===== config.mk =====
export PLATFORM = sky130hd
export DESIGN_NAME = alu4_arbiter
export DESIGN_NICKNAME = d
export VERILOG_FILES = /design/src/rtl/alu4_arbiter.sv
export SDC_FILE = /design/constraint.sdc
export NUM_CORES = 1
export LEC_CHECK = 0
export ABC_CLOCK_PERIOD_IN_PS = 1700
export BUFFER_PORTS_ARGS = -buffer_cell sky130_fd_sc_hd__buf_2
export CELL_PAD_IN_SITES_DETAIL_PLACEMENT = 1
export CELL_PAD_IN_SITES_GLOBAL_PLACEMENT = 2
export CORE_ASPECT_RATIO = 0.7
export CORE_MARGIN = 2
export CORE_UTILIZATION = 26
export DETAILED_ROUTE_END_ITERATION = 7
export PLACE_DENSITY_LB_ADDON = 0.25
export SYNTH_ARGS = -nofsm -noshare
export SYNTH_HDL_FRONTEND = slang
export SYNTH_SLANG_ARGS = --single-unit

===== constraint.sdc =====
create_clock -name clk -period 1.7 [get_ports clk]
set_clock_uncertainty 0.1 [all_clocks]
set_input_delay 0.17 -clock clk [delete_from_list [all_inputs] [get_ports clk]]
set_output_delay 0.17 -clock clk [all_outputs]
set_load 0.1 [all_outputs]

===== src/rtl/alu4_arbiter.sv =====
// alu4_arbiter: shares one external 4-bit signed ALU between two requesters.
// The requesters are arbitrated round-robin. The winner's operands are latched
// and held on the ALU for HOLD_CYCLES. The result and flags are registered and
// returned on one response channel, tagged with the requester id.
// Optional feature macro: ALU_ARB_PERF_EN adds per-requester completion counters.
//
// Handshake semantics (all channels): a transfer happens on a rising clock edge
// where valid && ready are both high. A requester keeps valid and its payload
// stable until it sees ready. Once the response channel raises rsp_valid, it
// holds rsp_valid and rsp_* stable until rsp_ready is seen.
module alu4_arbiter #(
  parameter int HOLD_CYCLES = 1
) (
  input  logic       clk,
  input  logic       rst,
  input  logic       req0_valid,
  output logic       req0_ready,
  input  logic [3:0] req0_a,
  input  logic [3:0] req0_b,
  input  logic [2:0] req0_op,
  input  logic       req1_valid,
  output logic       req1_ready,
  input  logic [3:0] req1_a,
  input  logic [3:0] req1_b,
  input  logic [2:0] req1_op,
  output logic [3:0] alu_a,
  output logic [3:0] alu_b,
  output logic [2:0] alu_ctrl,
  input  logic [3:0] alu_result,
  input  logic [3:0] alu_nzcv,
  output logic       rsp_valid,
  input  logic       rsp_ready,
  output logic       rsp_id,
  output logic [3:0] rsp_result,
  output logic [3:0] rsp_nzcv,
`ifdef ALU_ARB_PERF_EN
  output logic [7:0] perf_cnt0,
  output logic [7:0] perf_cnt1,
`endif
  output logic [1:0] dbg_state
);

  typedef enum logic [1:0] {
    IDLE = 2'd0,
    EXEC = 2'd1,
    RESP = 2'd2
  } state_t;

  localparam logic [3:0] HOLD_LAST = 4'(HOLD_CYCLES - 1);

  state_t     state_q, state_d;
  logic       last_grant_q;
  logic       id_q;
  logic [3:0] a_q, b_q;
  logic [2:0] op_q;
  logic [3:0] cnt_q;
  logic       grant_id;
  logic       accept;
  logic       exec_done;
  logic       arith_op;

  // State register; reset always returns to IDLE
  always_ff @(posedge clk) begin
    if (rst) state_q <= IDLE;
    else     state_q <= state_d;
  end

  // Next state, arbitration and ready generation
  always_comb begin
    state_d    = state_q;
    req0_ready = 1'b0;
    req1_ready = 1'b0;
    grant_id   = 1'b0;
    accept     = 1'b0;
    exec_done  = 1'b0;
    case (state_q)
      IDLE: begin
        // On a tie the requester that did not win last time goes first
        if (req0_valid && req1_valid) grant_id = ~last_grant_q;
        else if (req1_valid)          grant_id = 1'b1;
        else                          grant_id = 1'b0;
        accept     = req0_valid || req1_valid;
        req0_ready = accept && !grant_id;
        req1_ready = accept && grant_id;
        if (accept) state_d = EXEC;
      end
      EXEC: begin
        if (cnt_q == HOLD_LAST) begin
          exec_done = 1'b1;
          state_d   = RESP;
        end
      end
      RESP: begin
        if (rsp_ready) state_d = IDLE;
      end
      default: state_d = IDLE;
    endcase
  end

  // Only add and sub produce meaningful carry/overflow from the ALU
  assign arith_op = (op_q == 3'b000) || (op_q == 3'b001);

  // Operand latch, hold counter, round-robin pointer and response registers
  always_ff @(posedge clk) begin
    if (rst) begin
      last_grant_q <= 1'b1;
      id_q         <= 1'b0;
      a_q          <= 4'd0;
      b_q          <= 4'd0;
      op_q         <= 3'd0;
      cnt_q        <= 4'd0;
      rsp_id       <= 1'b0;
      rsp_result   <= 4'd0;
      rsp_nzcv     <= 4'd0;
    end else begin
      if (accept) begin
        a_q          <= grant_id ? req1_a  : req0_a;
        b_q          <= grant_id ? req1_b  : req0_b;
        op_q         <= grant_id ? req1_op : req0_op;
        id_q         <= grant_id;
        last_grant_q <= grant_id;
        cnt_q        <= 4'd0;
      end else if (state_q == EXEC) begin
        cnt_q <= cnt_q + 4'd1;
      end
      if (exec_done) begin
        rsp_id     <= id_q;
        rsp_result <= alu_result;
        rsp_nzcv   <= arith_op ? alu_nzcv : {alu_nzcv[3:2], 2'b00};
      end
    end
  end

  assign alu_a     = a_q;
  assign alu_b     = b_q;
  assign alu_ctrl  = op_q;
  assign rsp_valid = (state_q == RESP);
  assign dbg_state = state_q;

`ifdef ALU_ARB_PERF_EN
  // Saturating count of completed responses per requester
  always_ff @(posedge clk) begin
    if (rst) begin
      perf_cnt0 <= 8'd0;
      perf_cnt1 <= 8'd0;
    end else if (rsp_valid && rsp_ready) begin
      if (!rsp_id && perf_cnt0 != 8'hFF) perf_cnt0 <= perf_cnt0 + 8'd1;
      if (rsp_id && perf_cnt1 != 8'hFF)  perf_cnt1 <= perf_cnt1 + 8'd1;
    end
  end
`else
`endif

endmodule

==> results of run 1 <==
per-layer routing:
| layer | share of wire | vias to the layer above |
|---|---|---|
| li1 | - | 676 |
| met1 | 0.46 | 690 |
| met2 | 0.50 | 24 |
| met3 | 0.029 | 5 |
| met4 | 0.010 | 0 |
| met5 | 0 | - |
registers in the layout, indices dropped and copies added (netlist names):
name	flops
rsp_result	4
dbg_state	2
alu_b	4
rsp_nzcv	4
last_grant_q	1
cnt_q	4
alu_ctrl	3
alu_a	4
id_q	1
rsp_id	1
what timing repair did:
item / 4_1_cts / 5_1_grt
endpoints found under the hold margin: 0 / 0
resized for setup: 0 / 2
endpoints found under the setup margin: 0 / 7
final cells by class:
cell class / instances / area [µm²] / share of cell area
multi-input combinational: 107 / 754 / 0.399
sequential: 28 / 568 / 0.301
timing repair buffer: 66 / 390 / 0.207
tap: 72 / 90.1 / 0.0477
clock buffer: 3 / 41.3 / 0.0219
clock inverter: 1 / 30.0 / 0.0159
inverter: 4 / 15.0 / 0.00795
cell families after synthesis:
| logic type | Yosys count |
|---|---|
| xor gates and xnor gates | 2 |
| adders and majority gates | 2 |
| AOI/OAI and AO/OA | 60 |
| muxes | 1 |
| and+or+nand+nor | 42 |
| buffers and inverters | 17 |
| DFF | 28 |
worst min-delay path: cells and delay by family:
family | cells | cell delay, ps
AOI/OAI and AO/OA | 1 | 50
buffers and inverters | 1 | 90
and+or+nand+nor | 1 | 60
worst paths after layout:
check	startpoint	end	slack (ps)	depth (start not counted)
worst max-delay path	dbg_state[1]	req0_ready	120	4
worst min-delay path	alu_result[3]	rsp_result[3]	30	3
worst max register to register	cnt_q[0]	rsp_nzcv[1]	190	5
worst min register to register	id_q	rsp_id	380	2
through the flow:
step           utilization  hold slack [ps]  setup slack [ps]  power (mW)  instances
2_1_floorplan            -              218             -25.1        1.54        152
3_3_place_gp         0.350              333               185        1.74        277
3_5_place_dp         0.350              338              67.8        1.76        277
4_1_cts              0.364             28.0              37.6        2.30        281
5_1_grt              0.365             28.7              38.5        2.39        281
6_report             0.365             31.8               116        2.28        281
cell usage in the layout, fill, tap and decap left out, types with 2 or more instances in the layout:
cell	instances
a21oi_1	22
a311oi_2	10
buf_12	3
buf_2	57
buf_4	6
clkbuf_8	3
dfxtp_1	26
dfxtp_4	2
ha_1	2
inv_1	4
nand2_1	3
nand3_1	19
nand4_1	2
nor2_1	3
nor2_4	3
nor3_1	3
o21ai_1	21
power by group:
group	internal, mW	leakage, nW	total (mW)	switching, mW
sequential	0.721	0.231	0.770	0.0493
clock	0.316	0.0357	0.535	0.219
combinational	0.240	0.514	0.975	0.736
total	1.28	0.781	2.28	1.00
==> results.toml, run 1 <==
[detailed_routing]
final_antenna_net_count = 0
drc = 0
wirelength_mm = 4.29
routed_via_density = 4.96
post_drt_wl_per_cell_um = 15.2
vias = 1395
drt_iter0_markers = 42
dr.pass1.iters = 4

[global_routing]
globalRoute.totalOverflow = 0
grt_util_met2 = 0.256
grt_antenna_before_repair = 0
grt_use_total = 0.145
grt_max_degree = 21
grt_pass1_vias = 1474
grt_first_pass_wirelength_mm = 6.91
busiest_layer = "met2"
use_met1 = 0.181
grt_use_met3 = 0.0302

[synthesis]
ys.warnings.count = 0
yosys-mux-area-fraction = 0.00725
synthesis.instances = 152
synth_area_leaders = "dfxtp_1 (41%), a311oi_2 (11%), a21oi_1 (8.0%)"
yosysTopAreaCell = "dfxtp_1"
synth_seq_cells = 28
synth_top_family_by_area = "compound AO/OA/AOI/OAI gates"
netlist_top_cells_count = "dfxtp_1 (28), a21oi_1 (22), o21ai_1 (21)"
ys_seq_area_frac = 0.406
synth_compound_area_frac = 0.316
yosys.area_share.xor_xnor = 0.0127
syn-cell-area_um2 = 1380
synth-main-ff-cell = "dfxtp_1"
yosys.area_share.simple = 0.176
async_flop_share = 0
post_synth_fa_ha_maj_area_fraction = 0.0181
synth_top_area_share = 0.406
avgSynthCellArea_um2 = 9.09
synth_cell_types = 38
synth_edf_count = 0
synth_most_common_cell = "dfxtp_1"
syn_nets = 189

[sta]
rsz0062_at_grt = "no"
fmax_ghz = 0.631
min_period_over_period = 0.932
setup_violations = 0
fin_crit_ps = 1580
hold_viol = 0
relSlewSlack = 0.675
finalMaxSlewViolations = 0
fin_tns_setup_ps = 0
tightest_slew_ps = 491

[worst_setup_path]
cp-start-kind = "register"
cp_top_family = "simple AND/OR/NAND/NOR gates"
cp_data_arrival_time_ps = 1310
path_max_fanout = 7
path_cells = "nor2_4 -> nand2_1 -> nor2_4 -> buf_12"
worst_setup_path_end_kind = "primary output"
crit_slowest_cell = "dfxtp_4"
cp.buffers_inverters = 1
crit_top_cell = "nor2_4"
slowest_delay_ps = 380
crit_type = "reg2out"
crit_required_ps = 1430

[worst_hold_path]
hp-class = "in2reg"

[cts]
post_cts_buffers = 0
path_clk_slew_ps = 100
clockRootBuffer = "clkbuf_8"
cts.sinks = 28
cts_hold_buffers = 0
cts_buffers = 3
cts_buffer_depth = 2
htree_levels = 1
cts_tree = "built"
clk_latency_ps = 280

[floorplanning]
fp-row-count = 22
floorplan.initialDensity = 0.267
die_width_um = 91.1
coreArea_um2 = 5170
die_y_um = 65.0
io_pins = 60
dieArea_um2 = 5920

[layout]
drive_gt1_frac = 0.440
nets = 247
num-fill-cells = 651
synthToLayoutAreaGrowth_pct = 36.8
stdcell_area_um2 = 1890
antennaDiodeCount = 0

[flow_run]
cap_violations = 0

[place]
dp_hpwl_mm = 3.20
place.gp.congestion = 0.706
portBuffers = 59
place_area_um2 = 1810

[status]
status = "finished, final reports clean"

[pwr]
power_density_nw_per_um2 = 1210
power_leakage_nw = 0.781
peakVddDrop_mv = 0.315
(Power assumes the default switching activity.)
==> inputs of run 2 (changes only) <==
==> constraint.sdc (replaced) <==
create_clock -name clk -period 1.7 [get_ports clk]
set_clock_uncertainty 0.1 [all_clocks]
set_input_delay 0.085 -clock clk [delete_from_list [all_inputs] [get_ports clk]]
set_output_delay 0.085 -clock clk [all_outputs]
set_load 0.1 [all_outputs]
==> run 2 against run 1 <==
Clock power decreased by 30%. Sequential share of layout area is 0.64 points lower. Worst setup slack improved by 18 ps. Clock-buffer cell count stayed put. Wire length increased by 0.58%. Hold slack worse by 26 ps. Register-to-register slack worse by 60 ps. Highest routed layer unchanged.
==> results.toml, run 2 (synthesis gave the netlist of run 1 again) <==
[global_routing]
globalRoute.totalOverflow = 0
grt_max_degree = 29
busiest_layer = "met2"
grt_antenna_before_repair = 0
grt_first_pass_wirelength_mm = 7.27
grt_pass1_vias = 1481
grt_util_met2 = 0.273
use_met1 = 0.198
grt_use_total = 0.153
grt_use_met3 = 0.0314

[layout]
synthToLayoutAreaGrowth_pct = 39.8
antennaDiodeCount = 0
drive_gt1_frac = 0.417
nets = 254
final_common_cell = "buf_2"
most-common-layout-cells = "buf_2 (57), dfxtp_1 (26), a21oi_1 (22)"

[worst_setup_path]
crit_required_ps = 1740
crit_type = "reg2reg"
cp-start-kind = "register"
cp_data_arrival_time_ps = 1610
path_max_fanout = 10
worst_setup_path_end_kind = "register"

[sta]
tightest_slew_ps = 659
fin_crit_ps = 1570
min_period_over_period = 0.921
worst_slack_ps = 134
fmax_ghz = 0.639
setup_violations = 0
finalMaxSlewViolations = 0
hold_viol = 0
relSlewSlack = 0.561
whs_ps = 5.84
rsz0062_at_grt = "no"

[worst_hold_path]
hp-class = "in2reg"

[status]
status = "finished, final reports clean"

[detailed_routing]
post_drt_wl_per_cell_um = 15.0
final_antenna_net_count = 0
wirelength_mm = 4.31
dr.pass1.iters = 4
drt_iter0_markers = 69
drc = 0
routed_via_density = 4.89
vias = 1409

[floorplanning]
die_y_um = 65.0
dieArea_um2 = 5920
die_width_um = 91.1
fp-row-count = 22
io_pins = 60
floorplan.initialDensity = 0.267
coreArea_um2 = 5170

[cts]
cts_buffer_depth = 2
clockRootBuffer = "clkbuf_8"
path_clk_slew_ps = 100
clk_latency_ps = 270
cts_buffers = 3
cts.sinks = 28
cts_tree = "built"
htree_levels = 1

[place]
place.gp.congestion = 0.718
dp_hpwl_mm = 3.13
pre_cts_ws_ps = 23.5
portBuffers = 59

[pwr]
peakVddDrop_mv = 0.423
power_density_nw_per_um2 = 1100
power_leakage_nw = 0.795

[flow_run]
cap_violations = 0
-- run 2: changes by cell type in the layout (fill, tap and decap cells not counted) --
cell	previous run	this run
buf_4	6	5
bufinv_16	1	0
clkinv_1	0	1
dlygate4sd3_1	0	8
nor2_2	0	1
nor2_4	3	2
-- run 2: routing by layer --
layer,wire (µm),vias up
met5,0,-
met4,27,0
met3,133,2
met2,2180,26
met1,1970,691
li1,-,690
-- run 2: critical path: stages (launching register included) --
cell	delay (ps)
dfxtp_1	370
inv_1	80
ha_1	160
or3b_4	460
o21ai_1	180
a21oi_1	90
-- run 2: final cells by class --
class                   instances  area, µm²
fillers                       650       3240
multi-input cells             107        749
flip-flops and latches         28        568
repair buffers                 73        463
well taps                      72       90.1
clock buffers                   3       41.3
inverters                       4       15.0
clock inverters                 1       3.75
-- run 2: final timing paths --
path,from,end,slack (ps),depth (start not counted)
setup / recovery,cnt_q[0],rsp_result[0],130,5
hold / removal,req1_a[0],alu_a[0],6,3
setup reg to reg,cnt_q[0],rsp_result[0],130,5
hold reg to reg,rsp_result[3],rsp_result[3],390,2
-- run 2: per-stage QoR --
step                setup TNS, ps  instance area [µm²]  power [mW]  utilization  instances
floorplan                   -25.1                 1400        1.54            -        152
global placement                0                 1790        1.73        0.346        274
detailed placement              0                 1790        1.75        0.346        274
CTS                             0                 1930        2.15        0.373        288
global route                    0                 1930        2.24        0.373        288
finish                          0                 1930        2.13        0.373        288
-- run 2: power breakdown --
| part | internal (mW) | switching [mW] | leakage [nW] |
|---|---|---|---|
| Clock | 0.162 | 0.213 | 0.0231 |
| Sequential | 0.721 | 0.0469 | 0.231 |
| Combinational | 0.250 | 0.737 | 0.541 |
| Total | 1.13 | 0.998 | 0.795 |
-- run 2: what timing repair did --
item / CTS / global route
endpoints found under the setup margin: 1 / 10
hold buffers: 8 / 0
setup buffers: 2 / 0
gates resized for setup: 0 / 1
hold endpoints to repair: 8 / 0
pin swaps: 1 / 0
==> inputs of run 3 (changes only) <==
--- a/config.mk
+++ b/config.mk
@@ -14,6 +14,8 @@
 export CORE_UTILIZATION = 26
 export DETAILED_ROUTE_END_ITERATION = 7
 export PLACE_DENSITY_LB_ADDON = 0.25
+export REMOVE_ABC_BUFFERS = 1
+export SETUP_SLACK_MARGIN = 0.05
 export SYNTH_ARGS = -nofsm -noshare
 export SYNTH_HDL_FRONTEND = slang
 export SYNTH_SLANG_ARGS = --single-unit
==> run 3 against run 2 <==
First-iteration DRC count shrank 19%. Global-route usage is 0.14 points lower. Hold slack worse by 3.1 ps. Combinational power about the same. Cell count rose by 2.4%. Core utilization up 1.3 points. Largest cell class unchanged. Largest power group unchanged. Cell area increased by 3.4%. Critical path type is now reg2out. Sequential share of layout area shrank 1.3 points.
==> results.toml, run 3 (synthesis gave the netlist of run 1 again) <==
[status]
status = "finished, final reports clean"

[detailed_routing]
drc = 0
vias = 1443
final_antenna_net_count = 0
drt_iter0_markers = 56
wirelength_mm = 4.50
wl_met2_mm = 2.33
dr.pass1.iters = 4
drt-met1-wl_mm = 2.03
wl_met3_um = 103
top_layer = "met4"
post_drt_wl_per_cell_um = 15.2
routed_via_density = 4.89

[worst_setup_path]
crit_type = "reg2out"
crit_required_ps = 1510
worst_setup_path_end_kind = "primary output"
path_cells = "nor2b_1 -> clkbuf_4"
cp_data_arrival_time_ps = 1330
cp_top_family = "flip-flops"
cp-start-kind = "register"
crit_slowest_cell = "dfxtp_1"
slowest_delay_ps = 470
cp.buffers_inverters = 1
path_max_fanout = 7

[place]
place.gp.congestion = 0.708
dp_hpwl_mm = 3.07
place_area_um2 = 1790
portBuffers = 59

[floorplanning]
dieArea_um2 = 5920
coreArea_um2 = 5170
io_pins = 60
floorplan.initialDensity = 0.267
die_width_um = 91.1
die_y_um = 65.0
fp-row-count = 22

[sta]
whs_ps = 2.78
setup_violations = 0
finalMaxSlewViolations = 0
tightest_slew_ps = 495
min_period_over_period = 0.890
fin_tns_setup_ps = 0
relSlewSlack = 0.672
rsz0062_at_grt = "no"
hold_viol = 0
fin_crit_ps = 1510
fmax_ghz = 0.661

[pwr]
power_leakage_nw = 0.829
power_density_nw_per_um2 = 1080
p_comb_frac = 0.469
swShare = 0.468
switchingPower_mw = 1.01
power.internal_mw = 1.14
clkPwrFrac = 0.174
sequentialPowerShare = 0.356
peakVddDrop_mv = 0.356

[layout]
num-fill-cells = 643
final_common_cell = "buf_2"
synthToLayoutAreaGrowth_pct = 44.5
nets = 262
stdcell_area_um2 = 2000
drive_gt1_frac = 0.408
antennaDiodeCount = 0
most-common-layout-cells = "buf_2 (56), dfxtp_1 (28), a21oi_1 (22)"

[cts]
clockRootBuffer = "clkbuf_8"
path_clk_slew_ps = 100
cts_buffers = 3
clk_latency_ps = 280
cts_buffer_depth = 2
cts.sinks = 28
cts_tree = "built"
htree_levels = 1

[global_routing]
grt_pass1_vias = 1507
grt_antenna_before_repair = 0
globalRoute.totalOverflow = 0
grt_first_pass_wirelength_mm = 7.22
grt_max_degree = 26
grt_use_total = 0.152

[flow_run]
cap_violations = 0

[worst_hold_path]
hp-class = "in2reg"
run 3: cell types whose count changed in the layout (fill, tap and decap cells not counted), sizes merged:
cell         previous run  this run
dlygate4sd3             8        13
clkinv                  1         0
clkbuf                  3         4
buf                    65        67
run 3: path summary, 6_finish.rpt:
path	cells past startpoint	slack (ps)	startpoint	end
setup / recovery	2	190	dbg_state[1]	rsp_valid
hold / removal	3	3	req1_a[0]	alu_a[0]
setup reg to reg	5	200	cnt_q[0]	rsp_result[0]
hold reg to reg	2	380	id_q	rsp_id
run 3: power groups by stage:
stage / combinational [mW] / clock (mW) / sequential (mW)
global route: 1.06 / 0.408 / 0.776
detailed placement: 0.974 / 0 / 0.782
CTS: 1.01 / 0.389 / 0.767
floorplan: 0.313 / 0 / 1.18
finish: 1.01 / 0.375 / 0.766
global placement: 0.958 / 0 / 0.778
run 3: layout make-up:
class	instances	area (µm²)	share of cell area
clock buffers	3	41.3	0.0207
inverters	4	15.0	0.00752
multi-input cells	107	738	0.370
flip-flops and latches	28	561	0.281
well taps	72	90.1	0.0451
repair buffers	81	551	0.276
run 3: per-layer routing:
| metal | vias up | global-route usage |
|---|---|---|
| li1 | 707 | - |
| met1 | 712 | 0.180 |
| met2 | 19 | 0.284 |
| met3 | 5 | 0.0256 |
| met4 | 0 | 0.0398 |
| met5 | - | 0 |
run 3: worst min-delay path, stage by stage:
cell and delay, ps:
buf_2 100, nand3_1 70, a311oi_2 90
run 3: through the flow:
stage	utilization	setup slack, ps	std cells	total power, mW
floorplan	-	-1320	139	1.49
global placement	0.346	183	276	1.74
detailed placement	0.346	88.3	276	1.76
CTS	0.384	78.6	295	2.16
global route	0.386	52.0	295	2.24
finish	0.386	188	295	2.15
run 3: timing repair:
action,in CTS,in global routing
gates resized for setup,0,4
pin swaps,1,0
cloned,0,0
buffers inserted,3,0
endpoints found under the setup margin,1,12
hold buffers,13,0
hold endpoints to repair,13,0
